<file path="src/rtl/sp_pkg.sv">
`default_nettype none
// ============================================================================
// Module   : sp_pkg
// Brief    : Shared types and constants for the solar-panel scan sequencer:
//            FSM state encoding, axis identifiers, default timing values and
//            a helper that checks whether a sweep step still fits the range.
// Revision : 1.0 - initial release
// ============================================================================
package sp_pkg;

    localparam int unsigned c_pos_w  = 32;
    localparam int unsigned c_adc_w  = 12;
    localparam int unsigned c_stat_w = 3;

    typedef enum logic [c_stat_w-1:0] {
        ST_IDLE   = 3'd0,
        ST_SETTLE = 3'd1,
        ST_SAMPLE = 3'd2,
        ST_EVAL   = 3'd3,
        ST_PARK   = 3'd4,
        ST_FIN    = 3'd5
    } state_e;

    typedef enum logic {
        AXIS_H = 1'b0,
        AXIS_V = 1'b1
    } axis_e;

    localparam logic [c_pos_w-1:0] c_pos_min_default    = 32'd100000;
    localparam logic [c_pos_w-1:0] c_pos_max_default    = 32'd200000;
    localparam logic [c_pos_w-1:0] c_pos_step_default   = 32'd10000;
    localparam logic [c_pos_w-1:0] c_pos_rst_default    = 32'd150000;
    localparam logic [c_pos_w-1:0] c_settle_cyc_default = 32'd2000000;

    // Next position computed one bit wider so a step near the top of the
    // 32-bit range cannot wrap and look like it still fits.
    function automatic logic step_fits(input logic [c_pos_w-1:0] pos,
                                       input logic [c_pos_w-1:0] step,
                                       input logic [c_pos_w-1:0] pos_max);
        logic [c_pos_w:0] nxt;
        nxt = {1'b0, pos} + {1'b0, step};
        return (nxt <= {1'b0, pos_max});
    endfunction

endpackage
`default_nettype wire

</file>
<file path="src/rtl/sp_scan_sequencer_if.sv">
`default_nettype none
// ============================================================================
// Module   : sp_scan_sequencer_if
// Brief    : Control, ADC handshake and servo/status bundle of the scan
//            sequencer. "slave" is the sequencer side, "master" the
//            controller/ADC side that drives START/ABORT and the ADC reply.
// Revision : 1.0 - initial release
// ============================================================================
interface sp_scan_sequencer_if;
    import sp_pkg::*;

    logic                  start;
    logic                  abort;
    logic                  adc_req;
    logic                  adc_ack;
    logic [c_adc_w-1:0]    adc_data;
    logic [c_pos_w-1:0]    pos_h;
    logic [c_pos_w-1:0]    pos_v;
    logic [c_adc_w-1:0]    max_v;
    logic                  busy;
    logic                  done;
    logic [c_stat_w-1:0]   stat;

    modport master (
        output start, abort, adc_ack, adc_data,
        input  adc_req, pos_h, pos_v, max_v, busy, done, stat
    );

    modport slave (
        input  start, abort, adc_ack, adc_data,
        output adc_req, pos_h, pos_v, max_v, busy, done, stat
    );

endinterface
`default_nettype wire

</file>
<file path="src/rtl/sp_settle_timer.sv">
`default_nettype none
// ============================================================================
// Module   : sp_settle_timer
// Brief    : 32-bit settle countdown. load presets the count, count
//            decrements it, expire flags the last cycle of the wait.
// Revision : 1.0 - initial release
// ============================================================================
module sp_settle_timer (
    input  wire logic        clk,
    input  wire logic        rst_n,
    input  wire logic        load,
    input  wire logic [31:0] load_val,
    input  wire logic        count,
    output logic             expire
);

    logic [31:0] r_count;

    // Countdown register: load wins over count, stops at zero.
    always_ff @(posedge clk or negedge rst_n) begin
        if (!rst_n) begin
            r_count <= '0;
        end else if (load) begin
            r_count <= load_val;
        end else if (count && (r_count != 32'd0)) begin
            r_count <= r_count - 32'd1;
        end
    end

    // A wait of N cycles loaded with N ends in the cycle the count reads 1.
    assign expire = (r_count == 32'd1);

endmodule
`default_nettype wire

</file>
<file path="src/rtl/sp_scan_sequencer.sv">
`default_nettype none
// ============================================================================
// Module   : sp_scan_sequencer
// Brief    : Two-axis servo sweep: steps each axis from POS_MIN to POS_MAX,
//            samples the panel voltage at every stop, parks the axis at the
//            best position and reports the best sample on MAX_V.
// Revision : 1.0 - initial release
// ============================================================================
module sp_scan_sequencer
    import sp_pkg::*;
#(
    parameter logic [31:0] POS_MIN       = c_pos_min_default,
    parameter logic [31:0] POS_MAX       = c_pos_max_default,
    parameter logic [31:0] POS_STEP      = c_pos_step_default,
    parameter logic [31:0] POS_RST       = c_pos_rst_default,
    parameter logic [31:0] SETTLE_CYCLES = c_settle_cyc_default
) (
    input  wire logic          clk,
    input  wire logic          rst_n,
    sp_scan_sequencer_if.slave bus
);

    state_e               r_state;
    state_e               w_state_nxt;
    axis_e                r_axis;
    logic [c_pos_w-1:0]   r_pos_h;
    logic [c_pos_w-1:0]   r_pos_v;
    logic [c_adc_w-1:0]   r_max_v;
    logic [c_adc_w-1:0]   r_best;
    logic [c_pos_w-1:0]   r_best_pos;
    logic [c_adc_w-1:0]   r_sample;
    logic                 r_adc_req;

    logic                 w_tmr_load;
    logic                 w_tmr_count;
    logic                 w_tmr_expire;
    logic [c_pos_w-1:0]   w_pos_act;
    logic                 w_step_fits;
    logic                 w_take;
    logic [c_adc_w-1:0]   w_best_nxt;
    logic [c_pos_w-1:0]   w_best_pos_nxt;

    sp_settle_timer u_settle_timer (
        .clk      (clk),
        .rst_n    (rst_n),
        .load     (w_tmr_load),
        .load_val (SETTLE_CYCLES),
        .count    (w_tmr_count),
        .expire   (w_tmr_expire)
    );

    // Sweep arithmetic on the active axis; ties keep the earlier position.
    assign w_pos_act      = (r_axis == AXIS_H) ? r_pos_h : r_pos_v;
    assign w_step_fits    = step_fits(w_pos_act, POS_STEP, POS_MAX);
    assign w_take         = (r_sample > r_best);
    assign w_best_nxt     = w_take ? r_sample  : r_best;
    assign w_best_pos_nxt = w_take ? w_pos_act : r_best_pos;

    // State register.
    always_ff @(posedge clk or negedge rst_n) begin
        if (!rst_n) begin
            r_state <= ST_IDLE;
        end else begin
            r_state <= w_state_nxt;
        end
    end

    // Next-state and timer control; abort overrides every transition.
    always_comb begin
        w_state_nxt = r_state;
        w_tmr_load  = 1'b0;
        w_tmr_count = 1'b0;
        if (bus.abort) begin
            w_state_nxt = ST_IDLE;
        end else begin
            case (r_state)
                ST_IDLE: begin
                    if (bus.start) begin
                        w_state_nxt = ST_SETTLE;
                        w_tmr_load  = 1'b1;
                    end
                end
                ST_SETTLE: begin
                    w_tmr_count = 1'b1;
                    if (w_tmr_expire) begin
                        w_state_nxt = ST_SAMPLE;
                    end
                end
                ST_SAMPLE: begin
                    if (bus.adc_ack) begin
                        w_state_nxt = ST_EVAL;
                    end
                end
                ST_EVAL: begin
                    w_tmr_load  = 1'b1;
                    w_state_nxt = w_step_fits ? ST_SETTLE : ST_PARK;
                end
                ST_PARK: begin
                    w_tmr_count = 1'b1;
                    if (w_tmr_expire) begin
                        w_state_nxt = (r_axis == AXIS_H) ? ST_SETTLE : ST_FIN;
                        w_tmr_load  = (r_axis == AXIS_H);
                    end
                end
                ST_FIN: begin
                    w_state_nxt = ST_IDLE;
                end
                default: begin
                    w_state_nxt = ST_IDLE;
                end
            endcase
        end
    end

    // Datapath: positions, best tracking, sample capture and ADC request.
    always_ff @(posedge clk or negedge rst_n) begin
        if (!rst_n) begin
            r_axis     <= AXIS_H;
            r_pos_h    <= POS_RST;
            r_pos_v    <= POS_RST;
            r_max_v    <= '0;
            r_best     <= '0;
            r_best_pos <= POS_MIN;
            r_sample   <= '0;
            r_adc_req  <= 1'b0;
        end else if (bus.abort) begin
            r_adc_req <= 1'b0;
        end else begin
            case (r_state)
                ST_IDLE: begin
                    if (bus.start) begin
                        r_axis     <= AXIS_H;
                        r_pos_h    <= POS_MIN;
                        r_best     <= '0;
                        r_best_pos <= POS_MIN;
                    end
                end
                ST_SETTLE: begin
                    if (w_tmr_expire) begin
                        r_adc_req <= 1'b1;
                    end
                end
                ST_SAMPLE: begin
                    if (bus.adc_ack) begin
                        r_sample  <= bus.adc_data;
                        r_adc_req <= 1'b0;
                    end
                end
                ST_EVAL: begin
                    r_best     <= w_best_nxt;
                    r_best_pos <= w_best_pos_nxt;
                    if (w_step_fits) begin
                        if (r_axis == AXIS_H) r_pos_h <= w_pos_act + POS_STEP;
                        else                  r_pos_v <= w_pos_act + POS_STEP;
                    end else begin
                        // Entering PARK: move to the best stop, publish its sample.
                        if (r_axis == AXIS_H) r_pos_h <= w_best_pos_nxt;
                        else                  r_pos_v <= w_best_pos_nxt;
                        r_max_v <= w_best_nxt;
                    end
                end
                ST_PARK: begin
                    if (w_tmr_expire && (r_axis == AXIS_H)) begin
                        r_axis     <= AXIS_V;
                        r_pos_v    <= POS_MIN;
                        r_best     <= '0;
                        r_best_pos <= POS_MIN;
                    end
                end
                default: begin
                end
            endcase
        end
    end

    assign bus.adc_req = r_adc_req;
    assign bus.pos_h   = r_pos_h;
    assign bus.pos_v   = r_pos_v;
    assign bus.max_v   = r_max_v;
    assign bus.busy    = (r_state != ST_IDLE);
    assign bus.done    = (r_state == ST_FIN);
    assign bus.stat    = r_state;

endmodule
`default_nettype wire

</file>
<file path="src/flat_wrapper.sv">
// flat-port wrapper written by rule: the top's interface ports become plain ports
module sp_scan_sequencer_flat import sp_pkg::*;
#(
    parameter logic [31:0] POS_MIN       = c_pos_min_default,
    parameter logic [31:0] POS_MAX       = c_pos_max_default,
    parameter logic [31:0] POS_STEP      = c_pos_step_default,
    parameter logic [31:0] POS_RST       = c_pos_rst_default,
    parameter logic [31:0] SETTLE_CYCLES = c_settle_cyc_default
)
  (clk, rst_n, bus_start, bus_abort, bus_adc_ack, bus_adc_data, bus_adc_req, bus_pos_h, bus_pos_v, bus_max_v, bus_busy, bus_done, bus_stat);
  sp_scan_sequencer_if bus_i ();
  input  wire logic clk;
  input  wire logic rst_n;
  input wire logic [$bits(bus_i.start)-1:0] bus_start;
  input wire logic [$bits(bus_i.abort)-1:0] bus_abort;
  input wire logic [$bits(bus_i.adc_ack)-1:0] bus_adc_ack;
  input wire logic [$bits(bus_i.adc_data)-1:0] bus_adc_data;
  output wire logic [$bits(bus_i.adc_req)-1:0] bus_adc_req;
  output wire logic [$bits(bus_i.pos_h)-1:0] bus_pos_h;
  output wire logic [$bits(bus_i.pos_v)-1:0] bus_pos_v;
  output wire logic [$bits(bus_i.max_v)-1:0] bus_max_v;
  output wire logic [$bits(bus_i.busy)-1:0] bus_busy;
  output wire logic [$bits(bus_i.done)-1:0] bus_done;
  output wire logic [$bits(bus_i.stat)-1:0] bus_stat;
  assign bus_i.start = bus_start;
  assign bus_i.abort = bus_abort;
  assign bus_i.adc_ack = bus_adc_ack;
  assign bus_i.adc_data = bus_adc_data;
  assign bus_adc_req = bus_i.adc_req;
  assign bus_pos_h = bus_i.pos_h;
  assign bus_pos_v = bus_i.pos_v;
  assign bus_max_v = bus_i.max_v;
  assign bus_busy = bus_i.busy;
  assign bus_done = bus_i.done;
  assign bus_stat = bus_i.stat;
  sp_scan_sequencer #(.POS_MIN(POS_MIN), .POS_MAX(POS_MAX), .POS_STEP(POS_STEP), .POS_RST(POS_RST), .SETTLE_CYCLES(SETTLE_CYCLES)) u_core (.clk(clk), .rst_n(rst_n), .bus(bus_i));
endmodule
</file>
<file path="config.mk">
export PLATFORM = sky130hd
export DESIGN_NAME = sp_scan_sequencer_flat
export DESIGN_NICKNAME = d
export VERILOG_FILES = /design/src/rtl/sp_pkg.sv /design/src/rtl/sp_scan_sequencer_if.sv /design/src/rtl/sp_settle_timer.sv /design/src/rtl/sp_scan_sequencer.sv /design/src/flat_wrapper.sv
export SDC_FILE = /design/constraint.sdc
export NUM_CORES = 1
export LEC_CHECK = 0
export CAP_MARGIN = 0
export CELL_PAD_IN_SITES_DETAIL_PLACEMENT = 0
export CELL_PAD_IN_SITES_GLOBAL_PLACEMENT = 1
export CORE_UTILIZATION = 47
export DETAILED_ROUTE_END_ITERATION = 10
export HOLD_SLACK_MARGIN = 0.08
export PLACE_DENSITY_LB_ADDON = 0.1
export SETUP_SLACK_MARGIN = 0.5
export SKIP_LAST_GASP = 1
export SYNTH_ARGS = -nofsm -noshare
export SYNTH_HDL_FRONTEND = slang
export SYNTH_SLANG_ARGS = --single-unit
</file>
<file path="constraint.sdc">
create_clock -name clk -period 10.7 [get_ports clk]
set_clock_uncertainty 0.1 [all_clocks]
set_input_delay 2.14 -clock clk [delete_from_list [all_inputs] [get_ports clk]]
set_output_delay 2.14 -clock clk [all_outputs]
set_load 0.05 [all_outputs]
</file>
Word-level counts from Yosys, hierarchy flattened:

Index checks and enable logic that the tools add are counted.

* equal/unequal tests: 14
* multiplexer cells: 40
* magnitude comparators: 2
* add/sub/neg operators: 3
* reductions and logical operators: 20
* bitwise logic cells: 3

Operators by type and width (number)
* 32-bit two-way mux: 12
* 32-bit case mux with 2 select lines: 2
* 32-bit case mux with 3 select lines: 1
* 12-bit two-way mux: 3
* 12-bit case mux with 3 select lines: 1
* 32-bit by 14-bit adder with 33-bit output (second input constant): 1
* 33-bit by 18-bit less-or-equal comparator with 1-bit output (second input constant): 1
* 32-bit by 14-bit adder with 32-bit output (second input constant): 1
* 32-bit by 1-bit equality test with 1-bit output (second input constant): 1
* 32-bit nonzero test: 1
* 32-bit by 1-bit subtractor with 32-bit output (second input constant): 1
* 3-bit two-way mux: 7
* 4-bit AND reduction: 5
* 3-bit case mux with 5 select lines: 1
* 12-bit > comparator: 1
* 1-bit two-way mux: 10
* 3-bit AND reduction: 3
* 3-bit nonzero test: 3
* 2-bit nonzero test: 4
* 3-bit by 2-bit equality test with 1-bit output (second input constant): 2
* 3-bit equality test (second input constant): 2
* 3-bit by 2-bit != test with 1-bit output (second input constant): 2
* 3-bit != test (second input constant): 2
* 2-bit by 1-bit != test with 1-bit output (second input constant): 2
* other kinds (8): 13

* logic and storage cells: 92
* bits of input ports: 17
* register bits after elaboration: 169
* output and inout bits: 82

Logic depth before layout (Yosys ltp):

Gate-level depths: netlist (run 1).

* depth after elaboration: 7
* depth in mapped cells: 20
* gate-level depth less buffers: 12

Modules after synthesis:

From an unflattened synthesis (run 1), not the netlist that was laid out.

* cell total of the unflattened synthesis: 1104
* area, all modules: 10017.1 µm²

By module, submodules not included
* sp_scan_sequencer: seq. area each 3455.8 µm², area each 7965.1 µm², cells each 865, times used 1
* sp_settle_timer: seq. area each 800.8 µm², area each 2052.0 µm², cells each 239, times used 1

Least setup slack after synthesis (run 1):

OpenSTA, ideal clock, no wires.

* path kind: flip-flop to flip-flop
* from: register u_core.r_axis
* to: register u_core.r_pos_h[7], in the netlist u_core.bus.pos_h[7]
* arrival time: 4.667 ns
* setup slack: 5.834 ns
* data required time: 10.502 ns
* buffers on the path: 7
* stages on the path, launching flop included: 20
* setup time: 0.098 ns
* clock period less this slack: 4.866 ns
* cells stage by stage: dfrtp_1 -> buf_6 -> buf_6 -> buf_6 -> buf_4 -> buf_1 -> buf_1 -> mux2i_1 -> inv_1 -> ha_1 -> nand4b_1 -> nand4_1 -> or2_2 -> or4_1 -> o211ai_1 -> a41oi_1 -> nor3_2 -> buf_4 -> nor2_1 -> a221oi_1

* cells in the longest elaborated chain, start to end: 5
* elaborated cells between the ends (all ways): 11
* those cells by class: add/sub (2); order compare (1); eq/ne (1); mux (6); reduce/logical (1)

Ends and longest elaborated chain
* from (decl): line sp_scan_sequencer.sv:25 `axis_e r_axis;`
* from (signal assigned): line sp_scan_sequencer.sv:118 `r_axis <= AXIS_H;`
* from (signal assigned): line sp_scan_sequencer.sv:132 `r_axis <= AXIS_H;`
* from (signal assigned): line sp_scan_sequencer.sv:164 `r_axis <= AXIS_V;`
* 32-bit two-way mux: line sp_scan_sequencer.sv:53 `assign w_pos_act = (r_axis == AXIS_H) ? r_pos_h : r_pos_v;`
* 32-bit by 14-bit adder with 33-bit output (tied with other cells): line sp_pkg.sv:41 `nxt = {1'b0, pos} + {1'b0, step};`
* 33-bit by 18-bit less-or-equal comparator with 1-bit output (tied with other cells): line sp_pkg.sv:42 `return (nxt <= {1'b0, pos_max});`
* 32-bit two-way mux: line sp_scan_sequencer.sv:152 `if (w_step_fits) begin`
* 32-bit case mux with 2 select lines: line sp_scan_sequencer.sv:129 `case (r_state)`
* to (signal assigned): line sp_scan_sequencer.sv:153 `if (r_axis == AXIS_H) r_pos_h <= w_pos_act + POS_STEP;`
* to (signal assigned): line sp_scan_sequencer.sv:157 `if (r_axis == AXIS_H) r_pos_h <= w_best_pos_nxt;`
* to (decl): line sp_scan_sequencer.sv:26 `logic [c_pos_w-1:0] r_pos_h;`

Several ways; a longest one is shown, not always the timed one. The select of a mux whose other input is x is not followed.
A chain may end at the register's enable or synchronous reset.

Worst setup path after layout (run 1):

* from: register u_core.r_axis
* to: register u_core.r_pos_h[26], in the netlist u_core.bus.pos_h[26]

Same word-level chain as after synthesis.

==> flow_summary.json, run 1 <==
{
  "r2r-start": "u_core.r_axis",
  "h-tree-depth": 4,
  "ys_ff_latch": 169,
  "cts_buffers": 17,
  "final-hold-violation-count": 0,
  "cp_max_fo": 64,
  "postCtsHoldBufs": 0,
  "dr.pass1.iters": 5,
  "period_needed_ns": 5.167,
  "r2r_slack_ns": 5.53,
  "fmax_ghz": 0.1935,
  "fillers": 1732,
  "vias_per_cell": 5.752,
  "synth_area_leaders": "dfrtp_1 (40%), dfstp_2 (6.3%), o21ai_0 (5.8%), nand2_1 (5.1%), mux2i_1 (3.7%)",
  "syn-num-nets": 1022,
  "yosysTopAreaCell": "dfrtp_1",
  "place_hpwl_um": 16470,
  "syn_avg_cell_area_sq_um": 9.297,
  "tightest_slew_ns": 1.086,
  "grt_remaining_overflow": 0,
  "hold_end": "u_core.r_best_pos[30]",
  "clk_latency_ns": 0.44,
  "path_clk_slew_ns": 0.07,
  "max_slew_margin": 0.2719,
  "critPathKind": "flop to flop",
  "drive_above_1_share": 0.1025,
  "rsz0062_at_grt": "false",
  "p_total_w": 0.001415,
  "synth_warnings": 0,
  "core_sq_mm": 0.01896,
  "antenna_found_initial": 0,
  "via_count": 7667,
  "crit_top_cell": "o21ai_0",
  "r2r_cells": 10,
  "hold-path-cell-count": 2,
  "cpPeakStageDelay_ns": 0.70,
  "grt_start_max_net_pins": 94,
  "ir_drop_mv": 0.1247,
  "synth_top_area_frac": 0.4001,
  "min_period_over_period": 0.4829,
  "cts_setup_buffers": 0,
  "cts_tree": "yes",
  "status": "finished, final reports clean",
  "yosysSeqAreaShare": 0.4629,
  "cts.repair.resized": 0,
  "drtAntennaViolNets": 0,
  "synth_flop_cell": "dfrtp_1",
  "area_growth_pct": 18.52,
  "max_cap_violations": 0,
  "critPathSlowestCell": "buf_4",
  "setup-tns-final_ns": 0,
  "final_cell_mix": "dfrtp_1 (146), nand2_1 (126), o21ai_0 (106)",
  "r2r-end": "u_core.bus.pos_h[26]",
  "preCtsSetupSlack_ns": 5.176,
  "diodes": 0,
  "die_area_sq_mm": 0.02013,
  "wl_um": 24480,
  "hold_path_class": "flop to flop",
  "die_w_um": 141.9,
  "cts_buffer_depth": 2,
  "power_density_mw_per_mm2": 129.8,
  "boundaryPins": 99,
  "final_core_util": 0.5749,
  "async_reset_ff_frac": 1.000,
  "grt_usage": 0.2552,
  "synth_cells": 989,
  "ys_types": 71,
  "cp.required_ns": 10.89,
  "layout_setup_ws_ns": 5.533,
  "hp-start": "u_core.r_best_pos[30]",
  "maxSlewViolCount": 0,
  "row_count": 50,
  "start_util": 0.4851,
  "final_common_cell": "dfrtp_1",
  "finalSetupViolCount": 0,
  "critical_path_arrival_ns": 5.36,
  "portBuffers": 98,
  "wl_per_cell_um": 18.36,
  "globalplace.congestion": 0.8307,
  "clock_sinks": 169,
  "crit_path_end_kind": "flop",
  "synth_edf_count": 0,
  "grt_pass1_wl_um": 40090,
  "path_cells": "buf_4, mux2i_1, o21ai_0, o21ai_0, o31ai_1, a221oi_2, and3_1, nand3_4, nand2_1, o21ai_0",
  "root_buffer": "clkbuf_16",
  "synth_area_sq_mm": 0.009195,
  "drt_iter0_drc": 474,
  "post-route-drc-count": 0,
  "p_leak_nw": 4.371,
  "grt_pass1_vias": 7502,
  "startpoint_type": "flop",
  "nNetsFinal": 1093,
  "die_y_um": 141.9
}
sequential cells by signal, indices dropped and copies added (netlist names):
signal	count
u_core.bus.adc_req	1
u_core.bus.max_v	12
u_core.bus.pos_h	32
u_core.bus.pos_v	32
u_core.bus.stat	3
u_core.r_axis	1
u_core.r_best	12
u_core.r_best_pos	32
u_core.r_sample	12
u_core.u_settle_timer.r_count	32
report_power, final:
group	leakage, nW	internal (W)	total [W]	switching [W]
clock network	0.270	0.000328	0.000597	0.000269
logic	1.89	0.0000457	0.000144	0.0000987
registers	2.21	0.000656	0.000673	0.0000175
worst max path at each step:
stage / slack [ns] / depth (start not counted) / from / to
2_1_floorplan: 5.83 / 19 / u_core.r_axis / u_core.bus.pos_h[7]
3_3_place_gp: 5.22 / 7 / bus_abort / u_core.r_best_pos[3]
3_5_place_dp: 5.18 / 7 / bus_abort / u_core.r_best_pos[0]
4_1_cts: 5.60 / 7 / bus_abort / u_core.r_best_pos[0]
5_1_grt: 5.21 / 10 / u_core.r_axis / u_core.bus.pos_h[22]
6_report: 5.53 / 10 / u_core.r_axis / u_core.bus.pos_h[26]
kinds of logic after synthesis:
kind of cell / after synthesis / synth area share
multiplexers: 53 / 0.06191
AO/OA/AOI/OAI: 274 / 0.1882
buffers and inverters: 84 / 0.04109
XOR/XNOR: 37 / 0.03524
flip-flops: 169 / 0.4629
adder cells (fa/ha/maj): 16 / 0.02177
AND/OR/NAND/NOR: 356 / 0.1889
worst max-delay path: cells and delay by family, from the launching register on:
kind | cells | cell delay, ns
buf+inv | 1 | 0.70
flops | 1 | 0.46
simple gates | 3 | 1.41
mux | 1 | 0.65
compound gates | 5 | 1.65
synth_stat cells, types with 8 or more instances:
master      n
dfrtp_1   147
nand2_1   126
o21ai_0   106
nor2_1     82
a21oi_1    60
mux2i_1    34
clkbuf_1   33
inv_1      29
nand3_1    29
xnor2_1    25
nor3_1     24
dfstp_2    22
or3_1      19
mux2_2     17
ha_1       16
a22o_1     13
nand4_1    12
xor2_1     12
a31oi_1    10
a21o_1      9
nor4_1      9
a211oi_1    8
buf_2       8
o211ai_1    8
or4_1       8
area by class of cell:
class	instances	area [sq um]	area share
multi-input cells	736	4597	0.4218
clock inverters	13	116.4	0.01068
repair buffers	107	1050	0.09633
inverters	29	108.9	0.009988
flip-flops and latches	169	4258	0.3907
well taps	260	325.3	0.02985
clock buffers	19	442.9	0.04064
per-stage QoR:
step           cell area (sq um)  cells  hold slack (ns)
2_1_floorplan               9195    989           0.3447
3_3_place_gp               10340   1301           0.3557
3_5_place_dp               10340   1301           0.3660
4_1_cts                    10900   1333           0.3797
5_1_grt                    10900   1333           0.4013
6_report                   10900   1333           0.3766
routing by layer:
layer	part of all wire	vias up	global-route usage	wire, um
met3	0.030	33	0.03881	733
met5	0	-	0	0
met4	0.019	0	0.08376	456
li1	-	3720	-	-
met1	0.47	3764	0.3387	11420
met2	0.48	150	0.4275	11870
Power figures use the tool's default switching activity.
==> run 2: changes to the inputs <==
--- a/config.mk
+++ b/config.mk
@@ -8,7 +8,7 @@
 export CAP_MARGIN = 0
 export CELL_PAD_IN_SITES_DETAIL_PLACEMENT = 0
 export CELL_PAD_IN_SITES_GLOBAL_PLACEMENT = 1
-export CORE_UTILIZATION = 47
+export CORE_UTILIZATION = 40
 export DETAILED_ROUTE_END_ITERATION = 10
 export HOLD_SLACK_MARGIN = 0.08
 export PLACE_DENSITY_LB_ADDON = 0.1
==> constraint.sdc (replaced) <==
create_clock -name clk -period 4.6 [get_ports clk]
set_clock_uncertainty 0.1 [all_clocks]
set_input_delay 0.92 -clock clk [delete_from_list [all_inputs] [get_ports clk]]
set_output_delay 0.92 -clock clk [all_outputs]
set_load 0.05 [all_outputs]
==> flow_summary.json, run 2 (synthesis gave the netlist of run 1 again) <==
{
  "status": "finished, final reports clean",
  "max_cap_violations": 0,
  "power_switching_share": 0.2691,
  "area_growth_pct": 23.17,
  "critPathSlowestCell": "a222oi_1",
  "drive_above_1_share": 0.1342,
  "p_int_w": 0.002567,
  "wl_per_cell_um": 19.45,
  "ir_drop_mv": 0.2246,
  "startpoint_type": "flop",
  "antenna_found_initial": 0,
  "place_inst": 1353,
  "dr.pass1.iters": 7,
  "cts_tree": "yes",
  "r2r-end": "u_core.bus.pos_v[5]",
  "grt_use_met2": 0.3736,
  "place_hpwl_um": 18290,
  "final_cell_mix": "dfrtp_1 (146), nand2_1 (126), o21ai_0 (106)",
  "globalplace.congestion": 0.8648,
  "crit_start": "u_core.r_axis",
  "diodes": 0,
  "grt_remaining_overflow": 0,
  "tightest_slew_ns": 1.154,
  "cts_buffer_depth": 2,
  "hold_path_class": "flop to flop",
  "gr-usage-met1": 0.3236,
  "grt_start_max_net_pins": 93,
  "fmax_ghz": 0.2582,
  "setup-tns-final_ns": 0,
  "r2r_cells": 11,
  "critPathKind": "flop to flop",
  "portBuffers": 98,
  "cp.required_ns": 4.82,
  "cts_buffers": 17,
  "die_y_um": 153.6,
  "via_count": 7882,
  "row_count": 55,
  "switchingPower_w": 0.0009450,
  "crit_end": "u_core.bus.pos_v[5]",
  "min_period_over_period": 0.8421,
  "start_util": 0.4074,
  "nNetsFinal": 1123,
  "use_met3": 0.03890,
  "post-route-drc-count": 0,
  "path_clk_slew_ns": 0.07,
  "p_clk_frac": 0.455,
  "drtAntennaViolNets": 0,
  "finalSetupViolCount": 0,
  "pwr-share-comb": 0.100,
  "maxSlewViolCount": 0,
  "path_cells": "buf_16, nand4_1, a222oi_1, o211ai_1, or4_1, a221oi_2, and3_4, nand3_4, buf_4, mux2i_1, a22oi_1",
  "r2r_slack_ns": 0.73,
  "grt_pass1_wl_um": 42860,
  "max_slew_margin": 0.2298,
  "cp_max_fo": 34,
  "wl_um": 27000,
  "seq_power_share": 0.445,
  "vias_per_cell": 5.679,
  "critical_path_arrival_ns": 4.10,
  "rsz0062_at_grt": "true",
  "crit_path_end_kind": "flop",
  "p_leak_nw": 4.574,
  "clock_sinks": 169,
  "final-hold-violation-count": 0,
  "worst_path_dominant_cell_family": "compound AO/OA/AOI/OAI gates",
  "grt_usage": 0.2334,
  "r2r-start": "u_core.r_axis",
  "path_depth": 11,
  "core_sq_mm": 0.02257,
  "grt_pass1_vias": 7588,
  "die_w_um": 153.6,
  "boundaryPins": 99,
  "clk_latency_ns": 0.44,
  "crit_buf_inv": 2,
  "cpPeakStageDelay_ns": 0.53,
  "die_area_sq_mm": 0.02360,
  "h-tree-depth": 4,
  "final_core_util": 0.5018,
  "period_needed_ns": 3.874,
  "grt_busiest_layer": "met2",
  "final_common_cell": "dfrtp_1",
  "drt_iter0_drc": 548,
  "fin_cells": 1388,
  "root_buffer": "clkbuf_16",
  "power_density_mw_per_mm2": 310.1
}
-- run 2: cell count changes in the layout (fill, tap and decap cells not counted), sizes merged --
| cell | previous run | this run |
|---|---|---|
| clkinv | 5 | 1 |
| bufinv | 1 | 4 |
| clkinvlp | 3 | 2 |
| inv | 33 | 36 |
| buf | 10 | 39 |
-- run 2: power groups by stage --
stage,sequential [W],clock (W),combinational (W)
6_report,0.00156,0.00160,0.000351
5_1_grt,0.00157,0.00168,0.000400
4_1_cts,0.00156,0.00162,0.000358
3_5_place_dp,0.00159,0,0.000357
3_3_place_gp,0.00159,0,0.000356
2_1_floorplan,0.00159,0,0.000216
-- run 2: per-stage QoR --
stage | hold slack (ns) | total power, W | instance area (sq um) | setup slack (ns)
after detailed placement | 0.3653 | 0.001947 | 10630 | 0.5572
final | 0.3755 | 0.003512 | 11330 | 0.7264
after global routing | 0.4038 | 0.003650 | 11330 | 0.4822
after floorplan | 0.3447 | 0.001807 | 9251 | 0.4958
after CTS | 0.3805 | 0.003542 | 11260 | 0.5398
after global placement | 0.3565 | 0.001946 | 10630 | 0.6330
-- run 2: worst reg2reg max path: cells and delay by family (launching register included) --
kind / cells / cell delay, ns
flops: 1 / 0.52
compound gates: 4 / 1.18
simple gates: 4 / 1.20
mux: 1 / 0.22
buf+inv: 2 / 0.55
-- run 2: worst min path at each step --
stage	from	end	slack, ns	depth (start not counted)
after floorplan	u_core.r_best_pos[11]	u_core.r_best_pos[11]	0.34	2
after global placement	u_core.r_best_pos[19]	u_core.r_best_pos[19]	0.36	2
after detailed placement	u_core.r_best_pos[19]	u_core.r_best_pos[19]	0.37	2
after CTS	u_core.r_best_pos[19]	u_core.r_best_pos[19]	0.38	2
after global routing	u_core.r_best_pos[22]	u_core.r_best_pos[22]	0.40	2
final	u_core.r_best_pos[22]	u_core.r_best_pos[22]	0.38	2
-- run 2: metal layers --
metal	vias up	wire, um
met2	203	12670
met4	0	398
met3	31	1299
met5	-	0
met1	3867	12630
li1	3781	-
-- run 2: repair_timing --
| item | 4_1_cts | 5_1_grt |
|---|---|---|
| gates resized for setup | 0 | 5 |
| hold endpoints to repair | 0 | 0 |
| hold buffers | 0 | 0 |
| setup buffers | 0 | 2 |
| setup endpoints to repair | 0 | 71 |
-- run 2: layout make-up --
| class | instances | area, sq um |
|---|---|---|
| fillers | 2138 | 11250 |
| multi-input cells | 736 | 4639 |
| flip-flops and latches | 169 | 4258 |
| repair buffers | 137 | 1325 |
| clock buffers | 18 | 429.2 |
| well taps | 285 | 356.6 |
| clock inverters | 14 | 209.0 |
| inverters | 29 | 108.9 |
==> run 3: changes to the inputs <==
==> constraint.sdc (replaced) <==
create_clock -name clk -period 3.4 [get_ports clk]
set_clock_uncertainty 0.1 [all_clocks]
set_input_delay 0.68 -clock clk [delete_from_list [all_inputs] [get_ports clk]]
set_output_delay 0.68 -clock clk [all_outputs]
set_load 0.05 [all_outputs]
==> flow_summary.json, run 3 (synthesis gave the netlist of run 1 again) <==
{
  "startpoint_type": "flop",
  "antenna_found_initial": 0,
  "critPathSlowestCell": "dfrtp_4",
  "maxSlewViolCount": 0,
  "r2r_slack_ns": -0.35,
  "dr.pass1.iters": 5,
  "violations": "negative setup slack",
  "crit_top_cell": "buf_4",
  "layout_setup_ws_ns": -0.3484,
  "diodes": 0,
  "start_util": 0.4074,
  "die_area_sq_mm": 0.02360,
  "cp.required_ns": 3.61,
  "grt_remaining_overflow": 0,
  "preCtsSetupSlack_ns": -0.3242,
  "cpPeakStageDelay_ns": 0.56,
  "cts_tree": "yes",
  "via_count": 8768,
  "boundaryPins": 99,
  "tightest_slew_ns": 1.229,
  "critPathKind": "flop to flop",
  "place_hpwl_um": 19980,
  "period_needed_ns": 3.748,
  "cp_max_fo": 7,
  "path_clk_slew_ns": 0.07,
  "wl_um": 30900,
  "area_growth_pct": 48.36,
  "wl_per_cell_um": 19.69,
  "clock_sinks": 169,
  "grt_usage": 0.2558,
  "drtAntennaViolNets": 0,
  "final_cell_mix": "buf_4 (170), dfrtp_1 (145), nand2_1 (119)",
  "cts_buffer_depth": 2,
  "max_slew_margin": 0.1798,
  "r2r-start": "u_core.r_axis",
  "placed_area_sq_mm": 0.01172,
  "cts_buffers": 17,
  "max_cap_violations": 0,
  "r2r-end": "u_core.bus.pos_h[26]",
  "final_common_cell": "buf_4",
  "status": "finished, violations left",
  "critical_path_arrival_ns": 3.96,
  "worst_path_dominant_cell_family": "simple AND/OR/NAND/NOR gates",
  "crit_path_end_kind": "flop",
  "clk_latency_ns": 0.43,
  "row_count": 55,
  "rsz0062_at_grt": "true",
  "min_period_over_period": 1.102,
  "r2r_cells": 13,
  "portBuffers": 98,
  "finalSetupViolCount": 78,
  "nNetsFinal": 1305,
  "die_y_um": 153.6,
  "p_leak_nw": 5.678,
  "drt_iter0_drc": 632,
  "postCtsHoldBufs": 0,
  "hold_path_class": "input port to asynchronous set/reset pin",
  "final-hold-violation-count": 0,
  "setup-tns-final_ns": -23.44,
  "vias_per_cell": 5.588,
  "path_cells": "buf_8, nand4b_4, a222oi_1, o211ai_1, or4_1, a221oi_2, buf_4, and3_4, buf_4, nand3_4, nand2_4, clkbuf_16, o21ai_0",
  "grt_pass1_vias": 8412,
  "post-route-drc-count": 0,
  "crit_buf_inv": 4,
  "h-tree-depth": 4,
  "root_buffer": "clkbuf_16",
  "fmax_ghz": 0.2668,
  "die_w_um": 153.6,
  "ir_drop_mv": 0.2842,
  "core_sq_mm": 0.02257,
  "globalplace.congestion": 0.8965,
  "grt_start_max_net_pins": 68,
  "power_density_mw_per_mm2": 353.9,
  "grt_pass1_wl_um": 46890,
  "drive_above_1_share": 0.3357,
  "fin_area_sq_mm": 0.01364
}
## run 3: metrics by stage
stage | total power [W] | std cells | util | hold WS, ns
2_1_floorplan | 0.002467 | 989 | - | 0.2844
3_3_place_gp | 0.002650 | 1475 | 0.5193 | 0.3635
3_5_place_dp | 0.002652 | 1475 | 0.5193 | 0.3712
4_1_cts | 0.004737 | 1528 | 0.5616 | 0.1317
5_1_grt | 0.005011 | 1569 | 0.6044 | 0.1403
6_report | 0.004828 | 1569 | 0.6044 | 0.1146
## run 3: worst register-to-register path: stages, from the launching register on
cell       delay (ns)
dfrtp_4          0.56
buf_8            0.16
nand4b_4         0.19
a222oi_1         0.46
o211ai_1         0.23
or4_1            0.53
a221oi_2         0.30
buf_4            0.16
and3_4           0.21
buf_4            0.13
nand3_4          0.17
nand2_4          0.17
clkbuf_16        0.18
o21ai_0          0.08
## run 3: how the worst max path moves through the flow
stage / start / to / slack (ns) / depth (start not counted)
floorplan: u_core.r_axis / u_core.bus.pos_h[10] / -0.68 / 19
global placement: u_core.r_axis / u_core.bus.max_v[7] / -0.31 / 12
detailed placement: u_core.r_axis / u_core.bus.max_v[1] / -0.32 / 12
CTS: u_core.r_axis / u_core.bus.max_v[5] / -0.22 / 12
global route: u_core.r_axis / u_core.bus.pos_v[14] / -0.49 / 13
finish: u_core.r_axis / u_core.bus.pos_h[26] / -0.35 / 13
## run 3: where the power goes
| part | internal [W] | switching (W) | total, W |
|---|---|---|---|
| sequential | 0.00206 | 0.0000602 | 0.00212 |
| combinational | 0.000233 | 0.000403 | 0.000636 |
| clock | 0.00118 | 0.000891 | 0.00207 |
## run 3: cell type report
class / instances / area (sq um)
fill: 1975 / 8930
multi-input combinational: 739 / 5345
sequential: 169 / 4262
timing repair buffer: 316 / 2954
clock buffer: 18 / 429.2
tap: 285 / 356.6
clock inverter: 13 / 186.4
inverter: 29 / 108.9
## run 3: metal layers
| metal | share of wire | wire (um) | GRT usage |
|---|---|---|---|
| met1 | 0.48 | 14820 | 0.3724 |
| met4 | 0.020 | 618 | 0.07571 |
| met3 | 0.049 | 1524 | 0.04340 |
| met2 | 0.45 | 13930 | 0.3887 |
| met5 | 0 | 0 | 0 |
## run 3: what timing repair did
action | CTS | global route
cloned | 4 | 4
endpoints found under the setup margin | 158 | 157
pin swaps | 18 | 54
setup buffers | 18 | 37
gates resized for setup | 35 | 133
